$ cat src/rtl/inst_line_buf_pkg.sv
// Shared definitions for the single-line instruction fetch buffer:
// controller state encoding, the NOP reset word and a line-base helper.
package inst_line_buf_pkg;

  typedef enum logic [1:0] {
    ST_IDLE = 2'd0,
    ST_ADDR = 2'd1,
    ST_DATA = 2'd2
  } state_t;

  // addi x0,x0,0 -- harmless instruction presented on INST_RDATA out of reset
  localparam logic [31:0] NOP_INST = 32'h0000_0013;

  // Clear the byte/word offset bits so the address points at the start of its line
  function automatic logic [31:0] line_base(input logic [31:0] addr, input int off_w);
    return addr & ~((32'd1 << off_w) - 32'd1);
  endfunction

endpackage

$ cat src/rtl/inst_line_buf.sv
// One-line instruction buffer: serves fetches from a buffered line and refills
// it with a burst read on a miss; flushes during a refill drain the burst.
module inst_line_buf
  import inst_line_buf_pkg::*;
#(
  parameter int LINE_WORDS = 4
) (
  input  logic        CLK,
  input  logic        RST,
  input  logic        FLUSH,
  input  logic        INST_RDEN,
  input  logic [31:0] INST_RIADDR,
  output logic        INST_RVALID,
  output logic [31:0] INST_ROADDR,
  output logic [31:0] INST_RDATA,
  output logic        MEM_WAIT,
  output logic        MEM_ARVALID,
  input  logic        MEM_ARREADY,
  output logic [31:0] MEM_ARADDR,
  input  logic        MEM_RVALID,
  input  logic [31:0] MEM_RDATA,
  input  logic        MEM_RLAST
);

  localparam int IDX_W = $clog2(LINE_WORDS);
  localparam int OFF_W = IDX_W + 2;
  localparam int TAG_W = 32 - OFF_W;

  state_t             state_reg;
  logic               valid_reg;
  logic               cancel_reg;
  logic [IDX_W-1:0]   beat_reg;
  logic [TAG_W-1:0]   tag_reg;
  logic [31:0]        line_mem [LINE_WORDS];

  logic               rvalid_reg;
  logic [31:0]        roaddr_reg;
  logic [31:0]        rdata_reg;
  logic               arvalid_reg;
  logic [31:0]        araddr_reg;

  logic [TAG_W-1:0]   req_tag;
  logic [IDX_W-1:0]   req_word;
  logic               lookup;
  logic               tag_match;
  logic               hit;
  logic               miss;
  logic               beat_write;

  assign req_tag   = INST_RIADDR[31:OFF_W];
  assign req_word  = INST_RIADDR[OFF_W-1:2];
  assign lookup    = INST_RDEN & ~FLUSH & (state_reg == ST_IDLE);
  assign tag_match = valid_reg & (req_tag == tag_reg);
  assign hit       = lookup & tag_match;
  assign miss      = lookup & ~tag_match;
  assign beat_write = ~RST & (state_reg == ST_DATA) & MEM_RVALID;

  assign MEM_WAIT    = (state_reg != ST_IDLE) | miss;
  // A flush kills the response issued by last cycle's hit
  assign INST_RVALID = rvalid_reg & ~FLUSH;
  assign INST_ROADDR = roaddr_reg;
  assign INST_RDATA  = rdata_reg;
  assign MEM_ARVALID = arvalid_reg;
  assign MEM_ARADDR  = araddr_reg;

  // Line storage: no reset needed, the valid bit guards every read
  always_ff @(posedge CLK) begin
    if (beat_write) begin
      line_mem[beat_reg] <= MEM_RDATA;
    end
  end

  always_ff @(posedge CLK) begin
    if (RST) begin
      state_reg   <= ST_IDLE;
      valid_reg   <= 1'b0;
      cancel_reg  <= 1'b0;
      beat_reg    <= '0;
      tag_reg     <= '0;
      rvalid_reg  <= 1'b0;
      roaddr_reg  <= 32'h0;
      rdata_reg   <= NOP_INST;
      arvalid_reg <= 1'b0;
      araddr_reg  <= 32'h0;
    end else begin
      rvalid_reg <= hit;
      if (hit) begin
        roaddr_reg <= INST_RIADDR;
        rdata_reg  <= line_mem[req_word];
      end

      case (state_reg)
        ST_IDLE: begin
          if (miss) begin
            state_reg   <= ST_ADDR;
            valid_reg   <= 1'b0;
            arvalid_reg <= 1'b1;
            araddr_reg  <= line_base(INST_RIADDR, OFF_W);
          end
        end

        ST_ADDR: begin
          if (FLUSH) begin
            cancel_reg <= 1'b1;
          end
          if (MEM_ARREADY) begin
            arvalid_reg <= 1'b0;
            beat_reg    <= '0;
            state_reg   <= ST_DATA;
          end
        end

        ST_DATA: begin
          if (FLUSH) begin
            cancel_reg <= 1'b1;
          end
          if (MEM_RVALID) begin
            beat_reg <= beat_reg + IDX_W'(1);
            if (MEM_RLAST) begin
              state_reg  <= ST_IDLE;
              beat_reg   <= '0;
              cancel_reg <= 1'b0;
              // A flush arriving with the last beat still cancels the fill
              if (!(cancel_reg | FLUSH)) begin
                valid_reg <= 1'b1;
                tag_reg   <= araddr_reg[31:OFF_W];
              end
            end
          end
        end

        default: begin
          state_reg <= ST_IDLE;
        end
      endcase
    end
  end

endmodule

$ cat config.mk
export PLATFORM = sky130hd
export DESIGN_NAME = inst_line_buf
export DESIGN_NICKNAME = d
export VERILOG_FILES = /design/src/rtl/inst_line_buf_pkg.sv /design/src/rtl/inst_line_buf.sv
export SDC_FILE = /design/constraint.sdc
export NUM_CORES = 1
export LEC_CHECK = 0
export BUFFER_PORTS_ARGS = -buffer_cell sky130_fd_sc_hd__buf_2
export CAP_MARGIN = 10
export CORE_ASPECT_RATIO = 1.2
export CORE_MARGIN = 2
export CORE_UTILIZATION = 35
export DETAILED_ROUTE_END_ITERATION = 16
export SLEW_MARGIN = 0
export SYNTH_ARGS = -nofsm -noshare
export SYNTH_HDL_FRONTEND = slang
export SYNTH_SLANG_ARGS = --single-unit
$ cat constraint.sdc
create_clock -name CLK -period 6.5 [get_ports CLK]
set_clock_uncertainty 0.2 [all_clocks]
set_input_delay 0.325 -clock CLK [delete_from_list [all_inputs] [get_ports CLK]]
set_output_delay 0.325 -clock CLK [all_outputs]
set_load 0.01 [all_outputs]
==> flow_summary_export.csv, run 1 <==
group,metric,value,unit
layout,num-nets-final,1009,
logic_synthesis,synthesized_area_per_cell,13.85,µm²
timing,tightest_slew,1068,ps
clock_network,post_cts.resized_instances,0,
logic_synthesis,yosysSeqAreaShare,0.6579,
pwr,clock_power_share,0.447,
pwr,combinationalPowerShare,0.058,
clock_network,clock_net_sink_count,256,
logic_synthesis,postSynth.asyncResetShare,0,
timing,finalMaxSlewViolations,0,
layout,max_flop_register,"line_mem",
setup_path,path_common_cell,"buf_2",
pwr,power.switching,748.8,µW
layout,ff_latch_area,6406,µm²
setup_path,cp-end-kind,"output port",
setup_path,cp_top_family,"simple AND/OR/NAND/NOR gates",
die,initial_core_utilization,0.3573,
grt,grt_first_pass_wirelength,35500,µm
timing,final_critical_path_setup_slack,3205,ps
worst_hold_path,hold_path_class,"in -> reg",
clock_network,tritoncts,"done",
timing,finalCriticalPeriod,3295,ps
logic_synthesis,yosys.area_share.simple,0.08558,
logic_synthesis,synth_warn,0,
clock_network,clock_tree.htree_level_count,1,
placement,gp_congestion,0.7652,
pwr,p_int,2721,µW
die,dieHeight,186.7,µm
setup_path,timing.critical_path.from_type,"input pin",
logic_synthesis,synthDominantAreaCellType,"edfxtp_1",
logic_synthesis,netlist-cell-type-count,34,
layout,flow.area_growth_from_synthesis,27.27,%
setup_path,worst_path_max_delay_cell,"dlygate4sd3_1",
die,fp.dieW,156.3,µm
timing,finalSetupViolations,0,
die,floorplan.io_pins,170,
layout,antenna-diode-count,0,
grt,grt_pass1_vias,6460,
job,drv.max_cap_violation_count,0,
timing,fmax,303.5,MHz
logic_synthesis,synth_area_leaders,"edfxtp_1 (39%), dfxtp_1 (26%), mux2i_1 (9.4%), mux4_2 (7.4%), nor2_1 (3.5%)",
clock_network,clk_pin_slew,60,ps
pwr,power-per-cell-area,280.0,nW/µm²
logic_synthesis,synth_largest_type_area_fraction,0.3948,
timing,grt_setup_unrepaired,"no",
die,floorplan.core_area,27250,µm²
layout,multi_input_comb_area,3079,µm²
pwr,cellLeakagePower,0.005055,µW
logic_synthesis,yosys.area_share.xor_xnor,0.02519,
pwr,ir_drop,0.2463,mV
clock_network,cts_root_buffer,"clkbuf_16",
outcome,run_status,"finished, final reports clean",
setup_path,cp_data_required_time,5970,ps
timing,finalSetupTns,0,ps
detailed_routing,routed-via-count,6199,
grt,grt_util_overall,0.1551,
logic_synthesis,mappedNetlistArea,9737,µm²
placement,hpwlAfterDp,14240,µm
logic_synthesis,ys_dominant_reg_cell,"edfxtp_1",
logic_synthesis,synth_cells,703,
detailed_routing,drt_drc_violations_left,0,
logic_synthesis,synth_commonest_cells,"dfxtp_1 (128), edfxtp_1 (128), nor2_1 (92)",
logic_synthesis,yosys.area_share.adder,0.008995,
die,die_area,29180,µm²
logic_synthesis,synth.area.mux_share,0.1676,
layout,post-route-util,0.4547,
timing,post-route-period-util,0.5069,
setup_path,type_of_the_worst_setup_path,"in -> out",
placement,io_buffer_count,165,
setup_path,critical_path_buf_inv_count,3,
clock_network,cts-root-to-sink-buffers,3,
timing,maxSlewHeadroom,0.2882,
detailed_routing,first_pass_iters,4,
setup_path,worst-endpoint-arrival,2770,ps
detailed_routing,antenna_violating_nets_post_route,0,
pwr,power.switching_fraction,0.2158,
detailed_routing,route.detailed.wl_per_inst,17.62,µm
pwr,seqPwrFrac,0.495,
layout,num-fill-cells,2481,
timing,final_hold_viol_count,0,
setup_path,worstPathCellList,"dlygate4sd3_1 > buf_2 > xnor2_1 > nand4_1 > nor4_2 > a21oi_4 > nand2b_1 > buf_2",
die,fp-row-count,66,
clock_network,source_to_sink_clock_delay_at_the_later_pin_of_the_worst_skew_pair,540,ps
detailed_routing,drt_iter0_markers,244,
layout,final_layout_size_suffix_gt1_frac,0.2689,
logic_synthesis,synth.ff_latch_count,256,
logic_synthesis,largest_family_of_logic_cells_by_synthesized_area,"multiplexers",
grt,grt_overflow,0,
clock_network,cts-buffers-inserted,27,
placement,place_worst_setup_slack,3743,ps
setup_path,worst_path_largest_cell_delay,520,ps
logic_synthesis,synth_compound_area_frac,0.02557,
pwr,finalPower,3470,µW
detailed_routing,avgViaCountPerCell,4.798,
grt,grt_antenna_before_repair,0,
setup_path,crit_fanout,17,
grt,grt_start_max_net_pins,101,
detailed_routing,detail_route.wirelength,22770,µm
layout,largest_reg_flops,128,
logic_synthesis,number_of_flops_mapped_to_enable_cells_by_yosys,128,
kinds of logic after synthesis:
logic type               after synthesis
AO/OA/AOI/OAI                         44
adder cells (fa/ha/maj)                7
buffers and inverters                 51
flip-flops                           256
multiplexers                         123
AND/OR/NAND/NOR                      193
other                                  1
XOR/XNOR                              28
worst paths after layout:
check        slack, ps                           to  depth (start not counted)                       start
max               3210                     MEM_WAIT                          8              INST_RIADDR[7]
min                 30      cancel_reg$_SDFFE_PP0P_                          4                  MEM_RVALID
max reg2reg       3860  MEM_ARADDR[12]$_SDFFE_PP0P_                          7     tag_reg[3]$_SDFFE_PP0P_
min reg2reg        260   INST_RDATA[0]$_SDFFE_PP1P_                          1  INST_RDATA[0]$_SDFFE_PP1P_
power groups by stage:
stage	Clock [µW]	Sequential, µW	Combinational, µW
floorplan	0	1760	95.0
global placement	0	1750	170
detailed placement	0	1750	171
CTS	1590	1720	203
global route	1650	1720	219
finish	1550	1720	201
layout make-up:
cell class / instances / area share
clock buffers: 33 / 0.05876
clock inverters: 17 / 0.01414
inverters: 9 / 0.002726
multi-input cells: 399 / 0.2485
flip-flops and latches: 256 / 0.5170
well taps: 340 / 0.03433
repair buffers: 238 / 0.1246
layer usage:
layer  vias up  track usage  routed length, µm
met2       184       0.2809              11370
li1       2964            -                  -
met5         -            0                  0
met4         0      0.03846                447
met1      3015       0.1822               9436
met3        36      0.03878               1519
timing repair:
item,4_1_cts,5_1_grt
hold buffers,67,0
buffers inserted,0,0
endpoints found under the hold margin,191,0
layout by cell type (no fill, tap or decap), types with 4 or more instances in the layout:
cell / netlist / layout
clkbuf_16: 0 / 27
dlygate4sd3_1: 0 / 67
buf_2: 5 / 164
buf_4: 6 / 7
and2_2: 0 / 4
dfxtp_1: 128 / 128
nand4_1: 11 / 11
nand2b_1: 4 / 4
inv_1: 9 / 9
nor2_1: 92 / 92
xnor2_1: 28 / 28
clkinv_2: 0 / 5
a21oi_1: 34 / 34
edfxtp_1: 128 / 128
conb_1: 1 / 4
nand2_1: 62 / 62
mux4_2: 32 / 32
ha_1: 7 / 7
mux2i_1: 91 / 91
stage by stage:
stage / hold slack, ps / cell area, µm² / std cells
final: 26.43 / 12390 / 1292
after CTS: 7.834 / 12390 / 1292
after global routing: 48.64 / 12390 / 1292
after floorplan: 223.9 / 9748 / 706
after detailed placement: 248.9 / 10820 / 1175
after global placement: 238.9 / 10820 / 1175
worst reg2reg max path: stages (launching register included):
cell and delay, ps:
dfxtp_1 320, xnor2_1 390, nand4_1 290, nor4_2 470, a21oi_4 260, buf_4 320, mux2i_1 210, nor2_1 50
Power figures use the tool's default switching activity.
==> inputs of run 2 (changes only) <==
Clock period 6.5 ns to 3.45 ns, I/O delays scaled along.
==> flow_summary_export.csv, run 2 (same netlist as run 1, synthesis figures left out) <==
group,metric,value,unit
die,floorplan.core_area,27250,µm²
layout,num-nets-final,1028,
clock_network,source_to_sink_clock_delay_at_the_later_pin_of_the_worst_skew_pair,530,ps
clock_network,tritoncts,"done",
placement,io_buffer_count,165,
outcome,run_status,"finished, final reports clean",
die,die_area,29180,µm²
timing,post-route-period-util,0.9126,
setup_path,worst-endpoint-arrival,3370,ps
layout,fin_cells,1312,
timing,fmax,317.6,MHz
timing,finalMaxSlewViolations,0,
pwr,power-per-cell-area,530.5,nW/µm²
pwr,finalPower,6701,µW
detailed_routing,routed-via-count,6207,
grt,grt_start_max_net_pins,72,
grt,grt_first_pass_wirelength,35380,µm
layout,most-common-layout-cells,"buf_2 (164), dfxtp_1 (128), edfxtp_1 (128)",
worst_hold_path,hold_path_class,"in -> reg",
setup_path,worstPathCellList,"dlygate4sd3_1 > buf_2 > xnor2_1 > nand4_1 > nor4_2 > a21oi_4 > buf_4 > mux2i_1 > nor2_1 > dlygate4sd3_1",
pwr,cellLeakagePower,0.005178,µW
die,fp.dieW,156.3,µm
layout,largest_reg_flops,128,
timing,finalSetupViolations,0,
clock_network,cts-root-to-sink-buffers,3,
setup_path,path_common_cell,"dlygate4sd3_1",
setup_path,worst_path_largest_cell_delay,560,ps
grt,grt_pass1_vias,6356,
detailed_routing,detail_route.wirelength,22420,µm
setup_path,cp_top_family,"buffers and inverters",
die,dieHeight,186.7,µm
layout,antenna-diode-count,0,
setup_path,critical_path_buf_inv_count,4,
timing,finalCriticalPeriod,3149,ps
layout,final_layout_size_suffix_gt1_frac,0.2737,
die,initial_core_utilization,0.3573,
placement,gp_congestion,0.7548,
grt,grt_util_overall,0.1533,
detailed_routing,avgViaCountPerCell,4.731,
clock_network,clk_pin_slew,60,ps
die,fp-row-count,66,
layout,flow.area_growth_from_synthesis,29.74,%
setup_path,critical_path_depth,10,
clock_network,cts_root_buffer,"clkbuf_16",
setup_path,timing.critical_path.from_type,"input pin",
layout,max_flop_register,"line_mem",
grt,grt_overflow,0,
die,floorplan.io_pins,170,
detailed_routing,first_pass_iters,4,
placement,hpwlAfterDp,14520,µm
timing,maxSlewHeadroom,0.2973,
clock_network,clock_net_sink_count,256,
timing,tightest_slew,1054,ps
setup_path,type_of_the_worst_setup_path,"in -> reg",
placement,placed_cells_incl_taps,1185,
detailed_routing,antenna_violating_nets_post_route,0,
timing,finalSetupTns,0,ps
setup_path,crit_fanout,20,
setup_path,worst_path_max_delay_cell,"dlygate4sd3_1",
detailed_routing,drt_drc_violations_left,0,
job,drv.max_cap_violation_count,0,
grt,grt_antenna_before_repair,0,
detailed_routing,drt_iter0_markers,337,
worst_hold_path,hold-path-cell-count,3,
clock_network,post_cts.resized_instances,0,
timing,grt_setup_unrepaired,"no",
setup_path,cp_data_required_time,3670,ps
layout,most_common_library_cell_in_the_layout_ignoring_fill_and_taps,"buf_2",
timing,final_hold_viol_count,0,
setup_path,cp-end-kind,"register",
detailed_routing,route.detailed.wl_per_inst,17.09,µm
clock_network,cts-buffers-inserted,28,
pwr,ir_drop,0.5009,mV
setup_path,timing.reg2reg.worst_path_depth,8,
clock_network,clock_tree.htree_level_count,1,
## run 2: cell types whose count changed in the layout (fill, tap and decap cells not counted), sizes merged
| cell | delta |
|---|---|
| buf | +10 |
| bufinv | +1 |
| clkbuf | +6 |
| clkinv | -7 |
| clkinvlp | +2 |
| dlygate4sd3 | +8 |
## run 2: worst min-delay path, stage by stage
cell and delay [ps]:
buf_2 270, mux2i_1 190, nor2_1 50
## run 2: cell type report
type | count | area [µm²]
well taps | 340 | 425.4
clock buffers | 39 | 783.3
clock inverters | 13 | 180.2
inverters | 9 | 33.78
multi-input cells | 399 | 3079
flip-flops and latches | 256 | 6406
fillers | 2432 | 14620
repair buffers | 256 | 1724
## run 2: through the flow
stage | instance area (µm²) | setup WS (ps) | hold WS [ps] | util
finish | 12630 | 301.4 | 14.31 | 0.4635
CTS | 12630 | 305.0 | 3.457 | 0.4635
global placement | 10920 | 857.0 | 186.7 | 0.4006
detailed placement | 10920 | 836.7 | 188.1 | 0.4006
global route | 12630 | 142.8 | 41.22 | 0.4635
floorplan | 9748 | 1244 | 71.37 | -
## run 2: final timing paths
path | startpoint | end | slack [ps]
max | INST_RIADDR[7] | MEM_ARADDR[28]$_SDFFE_PP0P_ | 300
min | INST_RIADDR[3] | INST_ROADDR[3]$_SDFFE_PP0P_ | 10
max reg2reg | tag_reg[3]$_SDFFE_PP0P_ | MEM_ARADDR[28]$_SDFFE_PP0P_ | 310
min reg2reg | INST_RDATA[0]$_SDFFE_PP1P_ | INST_RDATA[0]$_SDFFE_PP1P_ | 260
## run 2: where the power goes
part	switching (µW)	internal, µW
sequential	19.6	3220
clock	1190	1890
combinational	199	189
## run 2: what timing repair did
item | 4_1_cts | 5_1_grt
buffers inserted | 0 | 0
endpoints found under the hold margin | 202 | 0
hold buffers | 75 | 0
## run 2: per-layer routing
layer / vias up / GRT usage / wire (µm)
met5: - / 0 / 0
met4: 0 / 0.04023 / 494
met3: 39 / 0.03553 / 1405
met2: 168 / 0.2619 / 10920
met1: 2988 / 0.1953 / 9602
li1: 3012 / - / -
